$ cat src/rtl/seq_alu.sv
// seq_alu: registered ALU with valid/ready handshakes on both sides.
// It holds one operation at a time. Single-cycle ops complete on the accept
// edge. MUL runs an iterative shift-add over WIDTH cycles. The result and
// flags stay stable in DONE until the consumer takes them.
module seq_alu #(
  parameter int WIDTH   = 32,
  parameter int SHAMT_W = $clog2(WIDTH)
) (
  input  logic             clk,
  input  logic             rst_n,
  input  logic             in_valid,
  output logic             in_ready,
  input  logic [WIDTH-1:0] a,
  input  logic [WIDTH-1:0] b,
  input  logic [3:0]       alu_op,
  output logic             out_valid,
  input  logic             out_ready,
  output logic [WIDTH-1:0] result,
  output logic             flag_zero,
  output logic             flag_carry,
  output logic             flag_ovf,
  output logic             flag_err
);

  localparam int CNT_W = $clog2(WIDTH);
  localparam logic [WIDTH-1:0] WVAL = WIDTH'(WIDTH);

  localparam logic [3:0] OP_ADD = 4'b0000;
  localparam logic [3:0] OP_SUB = 4'b0001;
  localparam logic [3:0] OP_MUL = 4'b0010;
  localparam logic [3:0] OP_SHL = 4'b0011;
  localparam logic [3:0] OP_SHR = 4'b0100;
  localparam logic [3:0] OP_SRA = 4'b0101;
  localparam logic [3:0] OP_AND = 4'b0110;
  localparam logic [3:0] OP_OR  = 4'b0111;
  localparam logic [3:0] OP_XOR = 4'b1000;

  typedef enum logic [1:0] {IDLE, MUL, DONE} state_t;

  typedef struct packed {
    logic [WIDTH-1:0] res;
    logic             zero;
    logic             carry;
    logic             ovf;
    logic             err;
  } resp_t;

  state_t             state, state_nxt;
  resp_t              rsp_q, alu_rsp, mul_rsp;
  logic [2*WIDTH-1:0] acc, acc_nxt, mcand;
  logic [WIDTH-1:0]   mplier;
  logic [CNT_W-1:0]   cnt;
  logic [WIDTH:0]     sum;
  logic [WIDTH-1:0]   diff;
  logic [SHAMT_W-1:0] shamt;
  logic               big_shift;
  logic               accept;
  logic               mul_last;

  assign accept   = in_valid && (state == IDLE);
  assign mul_last = (cnt == CNT_W'(WIDTH - 1));

  // Single-cycle datapath: result and flags for every op except MUL
  always_comb begin
    sum       = {1'b0, a} + {1'b0, b};
    diff      = a - b;
    shamt     = b[SHAMT_W-1:0];
    // Out-of-range amounts are caught on the full b, not just the low field
    big_shift = (b >= WVAL);
    alu_rsp   = '0;
    case (alu_op)
      OP_ADD: begin
        alu_rsp.res   = sum[WIDTH-1:0];
        alu_rsp.carry = sum[WIDTH];
        alu_rsp.ovf   = (a[WIDTH-1] == b[WIDTH-1]) && (sum[WIDTH-1] != a[WIDTH-1]);
      end
      OP_SUB: begin
        alu_rsp.res   = diff;
        alu_rsp.carry = (a < b);
        alu_rsp.ovf   = (a[WIDTH-1] != b[WIDTH-1]) && (diff[WIDTH-1] != a[WIDTH-1]);
      end
      OP_MUL: ;  // handled by the iterative path
      OP_SHL: alu_rsp.res = big_shift ? '0 : (a << shamt);
      OP_SHR: alu_rsp.res = big_shift ? '0 : (a >> shamt);
      OP_SRA: alu_rsp.res = big_shift ? {WIDTH{a[WIDTH-1]}}
                                      : WIDTH'($signed(a) >>> shamt);
      OP_AND: alu_rsp.res = a & b;
      OP_OR:  alu_rsp.res = a | b;
      OP_XOR: alu_rsp.res = a ^ b;
      default: alu_rsp.err = 1'b1;
    endcase
    alu_rsp.zero = (alu_rsp.res == '0);
  end

  // Shift-add step. The last step's sum feeds the result register directly.
  always_comb begin
    acc_nxt       = acc + (mplier[0] ? mcand : '0);
    mul_rsp       = '0;
    mul_rsp.res   = acc_nxt[WIDTH-1:0];
    mul_rsp.zero  = (acc_nxt[WIDTH-1:0] == '0);
    mul_rsp.ovf   = |acc_nxt[2*WIDTH-1:WIDTH];
  end

  // State register
  always_ff @(posedge clk or negedge rst_n) begin
    if (!rst_n) state <= IDLE;
    else        state <= state_nxt;
  end

  // Next state and handshake outputs, decoded from the state register only
  always_comb begin
    state_nxt = state;
    in_ready  = 1'b0;
    out_valid = 1'b0;
    case (state)
      IDLE: begin
        in_ready = 1'b1;
        if (in_valid) state_nxt = (alu_op == OP_MUL) ? MUL : DONE;
      end
      MUL:  if (mul_last) state_nxt = DONE;
      DONE: begin
        out_valid = 1'b1;
        if (out_ready) state_nxt = IDLE;
      end
      default: state_nxt = IDLE;
    endcase
  end

  // Datapath registers: operand latch, multiplier iteration, result capture
  always_ff @(posedge clk or negedge rst_n) begin
    if (!rst_n) begin
      rsp_q  <= '0;
      acc    <= '0;
      mcand  <= '0;
      mplier <= '0;
      cnt    <= '0;
    end else if (accept) begin
      if (alu_op == OP_MUL) begin
        mcand  <= {{WIDTH{1'b0}}, a};
        mplier <= b;
        acc    <= '0;
        cnt    <= '0;
      end else begin
        rsp_q  <= alu_rsp;
      end
    end else if (state == MUL) begin
      acc    <= acc_nxt;
      mcand  <= mcand << 1;
      mplier <= mplier >> 1;
      cnt    <= cnt + CNT_W'(1);
      if (mul_last) rsp_q <= mul_rsp;
    end
  end

  assign result     = rsp_q.res;
  assign flag_zero  = rsp_q.zero;
  assign flag_carry = rsp_q.carry;
  assign flag_ovf   = rsp_q.ovf;
  assign flag_err   = rsp_q.err;

endmodule

$ cat config.mk
export PLATFORM = sky130hd
export DESIGN_NAME = seq_alu
export DESIGN_NICKNAME = d
export VERILOG_FILES = /design/src/rtl/seq_alu.sv
export SDC_FILE = /design/constraint.sdc
export NUM_CORES = 1
export LEC_CHECK = 0
export CORE_ASPECT_RATIO = 0.5
export CORE_MARGIN = 8
export CORE_UTILIZATION = 40
export CTS_CLUSTER_SIZE = 24
export DETAILED_ROUTE_END_ITERATION = 8
export GPL_ROUTABILITY_DRIVEN = 1
export GPL_TIMING_DRIVEN = 0
export HOLD_SLACK_MARGIN = 0.08
export SLEW_MARGIN = 20
export SYNTH_ARGS = -nofsm -noshare
export SYNTH_HDL_FRONTEND = slang
export SYNTH_SLANG_ARGS = --single-unit
export TNS_END_PERCENT = 1
$ cat constraint.sdc
create_clock -name clk -period 4.25 [get_ports clk]
set_input_delay 0.425 -clock clk [delete_from_list [all_inputs] [get_ports clk]]
set_output_delay 0.425 -clock clk [all_outputs]
set_load 0.01 [all_outputs]
**Yosys cells after proc, flatten, opt, wreduce, memory -nomap -nowiden**

Index checks and enable logic that the tools add are counted.

- Bits of input ports: 72
- Bits in registers: 203
- Word-level logic and storage cells: 86

- Equality and inequality tests: 20
- Mux-type cells: 30
- Shift-type cells: 3
- Add/sub/neg operators: 4
- Bitwise logic cells: 3
- Reductions and logical operators: 14
- $lt $le $gt $ge: 2

Operators by type and width:

| cell | count |
|---|---|
| two-way mux 64 bit | 7 |
| case mux 32 bit (8 select lines) | 1 |
| two-way mux 32 bit | 6 |
| two-way mux 36 bit | 4 |
| adder 64 bit | 1 |
| zero test 32 bit | 2 |
| adder 32 x 32 -> 33 bit | 1 |
| AND 32 bit | 1 |
| >= comparator 32 x 6 -> 1 bit (second input constant) | 1 |
| less-than comparator 32 bit | 1 |
| bitwise OR 32 bit | 1 |
| OR reduction 32 bit | 1 |
| << shifter 32 x 5 -> 32 bit | 1 |
| right shift 32 x 5 -> 32 bit | 1 |
| >>> shifter 32 x 5 -> 32 bit | 1 |
| subtractor 32 bit | 1 |
| bitwise XOR 32 bit | 1 |
| == test 4 x 3 -> 1 bit (second input constant) | 4 |
| two-way mux 5 bit | 3 |
| == test 4 x 2 -> 1 bit (second input constant) | 2 |
| two-way mux 2 bit | 4 |
| != test 2 bit (second input constant) | 4 |
| OR reduction 8 bit | 1 |
| case mux 2 bit (3 select lines) | 1 |
| 17 further kinds | 25 |

**Logic depth before layout (Yosys ltp)**

Gate-level depths: netlist of the first run.

- Depth after elaboration: 6
- Mapped depth: 18

**Least setup slack after synthesis of the first run**

No wires, ideal clock.

- Path type: input to register
- Start point: in b[2]
- End point: reg rsp_q, in the netlist flag_zero
- Required time: 4.170 ns
- Arrival time: 4.278 ns
- Library setup time: 0.080 ns
- Path slack: -0.109 ns
- Stages on the path: 18
- Cell sequence: buf_4 -> buf_6 -> inv_1 -> buf_1 -> clkbuf_1 -> ha_1 -> nor3b_1 -> o311ai_1 -> a311oi_2 -> o2111ai_1 -> and2_1 -> a221o_1 -> a211oi_2 -> o2111ai_1 -> or4_1 -> nor2_1 -> nand4_1 -> o211ai_2

- Word-level cells in the longest chain between the ends: 6

Ends and longest elaborated chain:

| what | line | source |
|---|---|---|
| start, declared | 14 | `input logic [WIDTH-1:0] b,` |
| >= comparator 32 x 6 -> 1 bit (tied with other cells) | 69 | `big_shift = (b >= WVAL);` |
| two-way mux 32 bit, on equally long branches | 85, 83, 84 |  |
| case mux 32 bit (8 select lines) * | 71 | `case (alu_op)` |
| zero test 32 bit * | 92 | `alu_rsp.zero = (alu_rsp.res == '0);` |
| two-way mux 36 bit * | 138 | `if (alu_op == OP_MUL) begin` |
| two-way mux 36 bit * | 137 | `end else if (accept) begin` |
| end signal, assigned | 144 | `rsp_q <= alu_rsp;` |
| end signal, assigned | 151 | `if (mul_last) rsp_q <= mul_rsp;` |
| end, declared | 49 | `resp_t rsp_q, alu_rsp, mul_rsp;` |

Every way passes the cells marked *; elsewhere a longest branch is shown, timed or not. The select of a mux whose other input is x is not followed.
A chain may end at the register's enable or synchronous reset.

**Worst setup path in the final report of the first run**

- Start point: in b[3]
- End point: reg rsp_q, in the netlist flag_zero

Same word-level chain as after synthesis.

==> results.json, run 1 <==
{
  "hpwl_um": 104000,
  "io_pins": 110,
  "yosys.area.top_type": "dfrtp_1",
  "relSlewSlack_pct": 23.0,
  "final_cell_mix": "nand2_1, nor2_1, o21ai_0",
  "final_util_pct": 48.7,
  "place_area_um2": 25200,
  "ys_seq_area_share_pct": 22.1,
  "stdcell_area_um2": 27800,
  "grt_max_degree": 88,
  "power_density_nw_per_um2": 440,
  "rsz0062_at_grt": "yes",
  "netlist_area_um2": 23000,
  "path_class": "in -> reg",
  "finalCriticalPeriod_ns": 4.68,
  "yosys.area.top_type_share_pct": 22.1,
  "cts.reportedPaths.clkPinSlew_ns": 0.07,
  "avgSynthCellArea_um2": 7.82,
  "num_vias": 26400,
  "clk_latency_ns": 0.56,
  "status": "finished with violations",
  "syn-instance-count": 2947,
  "synth_edf_count": 0,
  "numPortBuffers": 109,
  "layout_commonest_cell": "nand2_1",
  "grt_pass1_wl_um": 186000,
  "wl_per_cell_um": 33.6,
  "grtUsageTotal_pct": 38.4,
  "peakVddDrop_mv": 0.349,
  "yosysWarnings": 0,
  "async_reset_ff_share_pct": 100,
  "synth_nets": 3193,
  "grt_pass1_vias": 25100,
  "setup_tns_ns": -1.34,
  "postRouteAntennaNets": 0,
  "p_leak_nw": 11.3,
  "antenna-diode-count": 0,
  "drtPass1Iterations": 8,
  "cp-end-kind": "register",
  "start_util_pct": 40.3,
  "drt_iter0_drc": 3455,
  "via_per_inst": 6.75,
  "finalHoldViolations": 0,
  "ys_seq_elements": 203,
  "crit_path_start_kind": "input pin",
  "grt_overflow_total": 0,
  "core_um2": 57200,
  "gp_congestion": 1.11,
  "clock-sinks": 203,
  "slew_violations": 0,
  "worst_pin_slew_ns": 1.15,
  "clock_path_buffers": 3,
  "ys.flop_type": "dfrtp_1",
  "antenna_found_initial": 7,
  "rows": 62,
  "cts_tree": "yes",
  "fmax_ghz": 0.214,
  "cap_violations": 0,
  "die_h_um": 186,
  "area_growth_pct": 20.8,
  "holdWs_ns": 0.393,
  "finalCritPeriodShare_pct": 110,
  "cp_max_fo": 10,
  "cts-root-buf": "clkbuf_16",
  "drive_above_1_share_pct": 16.1,
  "n_fill_cell": 5640,
  "synth_cell_types": 101,
  "hold_class": "in -> async",
  "dieArea_um2": 66000,
  "setup_violations": 9,
  "synthTopCellsByArea": "dfrtp_1, ha_1, nand2_1",
  "nNetsFinal": 3370,
  "fin_ws_ns": -0.431,
  "wl_um": 131000,
  "skew_ns": 0.0133,
  "required_ns": 4.72,
  "die_w_um": 355,
  "htree_levels": 1,
  "worstPathArrival_ns": 5.15,
  "pre_cts_ws_ns": -3.10,
  "numCtsBuffers": 22,
  "violations": "negative setup slack",
  "drc": 0
}
-- registers in the layout (all words and copies together), names as in the netlist --
name and count:
acc 64, mcand 64, mplier 32, result 32
cnt 5, state 2, flag_carry 1, flag_err 1
flag_ovf 1, flag_zero 1
-- cells by family (layout without fill, tap and decap cells) --
family / Yosys count / after routing / synth area share (%)
XOR/XNOR: 61 / 61 / 2.32
AO/OA/AOI/OAI: 960 / 960 / 28.3
adder cells (fa/ha/maj): 174 / 174 / 9.55
AND/OR/NAND/NOR: 1050 / 1050 / 21.3
flip-flops: 203 / 203 / 22.1
buffers and inverters: 349 / 541 / 6.22
multiplexers: 150 / 150 / 10.3
-- power by group --
| part | internal (mW) | switching [mW] | total, mW | leakage (nW) |
|---|---|---|---|---|
| clock | 1.27 | 0.915 | 2.19 | 0.385 |
| sequential | 2.77 | 0.716 | 3.49 | 2.62 |
| combinational | 2.49 | 4.06 | 6.55 | 8.34 |
-- per-layer routing --
metal	GRT usage, %	share of wire, %	vias up
met3	14.3	13	330
met2	56.7	41	1716
met5	0	0.041	-
met1	52.0	42	13000
met4	12.3	4.1	8
li1	-	-	11300
-- critical path, cell delays in order --
cell and delay, ns:
buf_2 0.33, clkbuf_1 0.57, buf_1 0.61, clkbuf_1 0.80, o221ai_1 0.34, nand4_1 0.30
o211ai_1 0.23, a211oi_4 0.46, nand4b_1 0.15, nor4_1 0.30, nand4_1 0.16, nor2_1 0.16
nand4_1 0.13, o211ai_2 0.18
-- path summary, 6_finish.rpt --
check	from	to	slack, ns	cells after the start
max	b[3]	flag_zero$_DFFE_PN0P_	-0.43	14
min	rst_n	mplier[13]$_DFFE_PN0P_	0.39	2
max reg2reg	mplier[0]$_DFFE_PN0P_	flag_ovf$_DFFE_PN0P_	-0.17	16
min reg2reg	result[20]$_DFFE_PN0P_	result[20]$_DFFE_PN0P_	0.48	2
max in group asynchronous	rst_n	mplier[0]$_DFFE_PN0P_	2.62	4
min in group clk	out_ready	state[1]$_DFFE_PN0P_	0.43	2
-- synthesized netlist by cell type, types with 23 or more instances --
master and instances:
dfrtp_1 203, nand2_1 402, mux2_2 23, nand3_1 38, a221oi_1 26, clkbuf_1 172
mux4_2 66, ha_1 171, nor4_1 24, and2_1 80, nor2_1 277, o31ai_1 27
nand2b_1 24, xor2_1 24, nor3_1 51, mux2i_1 55, a221o_1 68, o21ai_0 221
xnor2_1 37, o21bai_1 24, inv_1 121, nor2b_1 23, o211ai_1 37, a21oi_1 203
a211oi_1 35, a31oi_1 43, a21o_1 34, nand4_1 40, o22ai_1 30
-- area by class of cell --
| type | count | area (µm²) | area share (%) |
|---|---|---|---|
| multi-input combinational | 2395 | 17800 | 64.0 |
| clock inverter | 9 | 168 | 0.603 |
| inverter | 125 | 499 | 1.79 |
| sequential | 203 | 5080 | 18.3 |
| clock buffer | 30 | 621 | 2.23 |
| buffer | 212 | 1160 | 4.16 |
| timing repair buffer | 165 | 1540 | 5.52 |
| tap | 768 | 961 | 3.45 |
-- timing repair --
action / 4_1_cts / 5_1_grt
gates resized for setup: 349 / 75
pin swaps: 45 / 21
hold buffers: 1 / 0
endpoints found under the hold margin: 52 / 0
setup buffers: 41 / 11
endpoints found under the setup margin: 78 / 23
-- metrics by stage --
stage / cells / total power, mW
floorplan: 2947 / 6.93
global placement: 3824 / 9.25
detailed placement: 3827 / 9.31
CTS: 3898 / 11.9
global route: 3907 / 12.8
finish: 3907 / 12.2
Power figures use the tool's default switching activity.
==> inputs of run 2 (changes only) <==
--- a/config.mk
+++ b/config.mk
@@ -13,7 +13,6 @@
 export GPL_ROUTABILITY_DRIVEN = 1
 export GPL_TIMING_DRIVEN = 0
 export HOLD_SLACK_MARGIN = 0.08
-export SLEW_MARGIN = 20
 export SYNTH_ARGS = -nofsm -noshare
 export SYNTH_HDL_FRONTEND = slang
 export SYNTH_SLANG_ARGS = --single-unit
==> run 2 against run 1 <==
  * The run still ends with negative setup slack left
  * Die area did not move
  * Utilization rose by 0.54 points
  * Non-clock buffer count rose by 11
  * Clock skew fell by 0.0010 ns
  * Sequential share of layout area fell by 0.20 points
  * Clock-buffer cell count fell by 2
  * Highest routed layer unchanged
  * Critical endpoint unchanged
  * Critical path type unchanged
  * Sequential cell count did not move
==> results.json, run 2 (synthesis gave the netlist of run 1 again) <==
{
  "rows": 62,
  "fin_ws_ns": -0.360,
  "cp_max_fo": 10,
  "cp-end-kind": "register",
  "worst-path-buf-inv": 5,
  "grtUsageTotal_pct": 38.3,
  "start_util_pct": 40.3,
  "violations": "negative setup slack",
  "hpwl_um": 104000,
  "core_um2": 57200,
  "numCtsBuffers": 22,
  "layout_commonest_cell": "nand2_1",
  "drt_iter0_drc": 3723,
  "n_fill_cell": 5520,
  "drive_above_1_share_pct": 17.6,
  "fmax_ghz": 0.217,
  "final_cell_mix": "nand2_1, nor2_1, o21ai_0",
  "crit_path_start_kind": "input pin",
  "skew_ns": 0.0123,
  "cap_violations": 0,
  "cts.reportedPaths.clkPinSlew_ns": 0.07,
  "power_density_nw_per_um2": 435,
  "setup_violations": 4,
  "crit_slowest_cell": "a311oi_2",
  "dieArea_um2": 66000,
  "io_pins": 110,
  "area_growth_pct": 22.1,
  "rsz0062_at_grt": "yes",
  "slew_violations": 0,
  "path_cells": "clkdlybuf4s50_1 -> buf_8 -> clkbuf_1 -> clkbuf_1 -> clkbuf_1 -> o211ai_1 -> a311oi_2 -> nand4_1 -> nor4_1 -> nand4_1 -> nor2_2 -> nand4_1 -> o211ai_2",
  "final_util_pct": 49.2,
  "grt_pass1_vias": 25100,
  "finalHoldViolations": 0,
  "clock-sinks": 203,
  "htree_levels": 1,
  "peakVddDrop_mv": 0.295,
  "cpLargestDelayFamily": "buffers and inverters",
  "gp_congestion": 1.11,
  "status": "finished with violations",
  "worst_pin_slew_ns": 1.20,
  "worstPathArrival_ns": 5.08,
  "path_class": "in -> reg",
  "grt_overflow_total": 0,
  "num_vias": 26600,
  "numPortBuffers": 109,
  "antenna_found_initial": 10,
  "grt_max_degree": 108,
  "postRouteAntennaNets": 0,
  "required_ns": 4.72,
  "clock_path_buffers": 3,
  "die_w_um": 355,
  "relSlewSlack_pct": 20.1,
  "cts_tree": "yes",
  "clk_latency_ns": 0.55,
  "cpPeakStageDelay_ns": 0.71,
  "finalPower_mw": 12.2,
  "via_per_inst": 6.77,
  "finalCriticalPeriod_ns": 4.61,
  "die_h_um": 186,
  "drtPass1Iterations": 9,
  "wl_per_cell_um": 33.5,
  "hold_class": "in -> async",
  "top_regs": "acc: 64 flops, mcand: 64 flops",
  "drc": 0,
  "nNetsFinal": 3381,
  "cts-root-buf": "clkbuf_16",
  "p_leak_nw": 11.4,
  "grt_pass1_wl_um": 185000,
  "wl_um": 131000,
  "finalCritPeriodShare_pct": 108
}
==> run 2: cell types whose count changed in the layout (fill, tap and decap cells not counted), sizes merged, moves of 4 or more <==
cell,delta
diode,+4
clkinv,+4
buf,+17
clkinvlp,+6
inv,-5
clkbuf,-6
==> run 2: layer usage <==
metal  part of all wire [%]  routed length, µm  global-route usage (%)  vias up
li1                       -                  -                       -    11300
met3                     13              16600                    14.1      320
met2                     41              53600                    56.0     1667
met5                  0.052                 68                       0        -
met4                    4.1               5360                    12.8       12
met1                     42              55800                    52.0    13200
==> run 2: path summary, 6_finish.rpt <==
| check | startpoint | endpoint | slack, ns | depth (start not counted) |
|---|---|---|---|---|
| setup / recovery | b[4] | flag_zero$_DFFE_PN0P_ | -0.36 | 13 |
| hold / removal | rst_n | mplier[14]$_DFFE_PN0P_ | 0.28 | 2 |
| setup reg to reg | mplier[0]$_DFFE_PN0P_ | flag_ovf$_DFFE_PN0P_ | -0.19 | 17 |
| hold reg to reg | result[20]$_DFFE_PN0P_ | result[20]$_DFFE_PN0P_ | 0.48 | 2 |
| max in group asynchronous | rst_n | acc[54]$_DFFE_PN0P_ | 2.73 | 4 |
| min in group clk | out_ready | state[1]$_DFFE_PN0P_ | 0.43 | 2 |
==> run 2: through the flow <==
stage                     setup TNS, ns  area [µm²]  std cells  hold slack (ns)  setup WS [ns]
after global placement         -1445.39       25100       3824            0.460          -6.59
after detailed placement        -113.33       25200       3827            0.258          -3.09
final                            -0.757       28100       3923            0.284         -0.360
after global routing             -0.869       28100       3919            0.266         -0.265
after floorplan                       0       23000       2947            0.129        0.00214
after CTS                        -0.137       27600       3900            0.266        -0.0708
==> run 2: final cells by class <==
type                    instances  area, µm²  share of cell area, %
well taps                     768        961                   3.42
inverters                     125        514                   1.83
diodes                          4       10.0                 0.0356
repair buffers                181       1670                   5.95
flip-flops and latches        203       5080                   18.1
clock inverters                12        138                  0.489
plain buffers                 207       1150                   4.10
clock buffers                  28        613                   2.18
multi-input cells            2395      18000                   63.9
==> run 2: timing repair <==
item                       CTS  global route
cloned                       2             0
pin swaps                   52            31
gates resized for setup    362           122
buffers inserted            42            24
hold buffers                 1             0
hold endpoints to repair    35             0
setup endpoints to repair   77            69
==> run 2: report_power, final <==
part           leakage (nW)  switching, mW  total [mW]  internal, mW
sequential             2.62          0.715        3.49          2.77
clock                 0.366          0.917        2.07          1.15
combinational          8.44           4.10        6.67          2.58
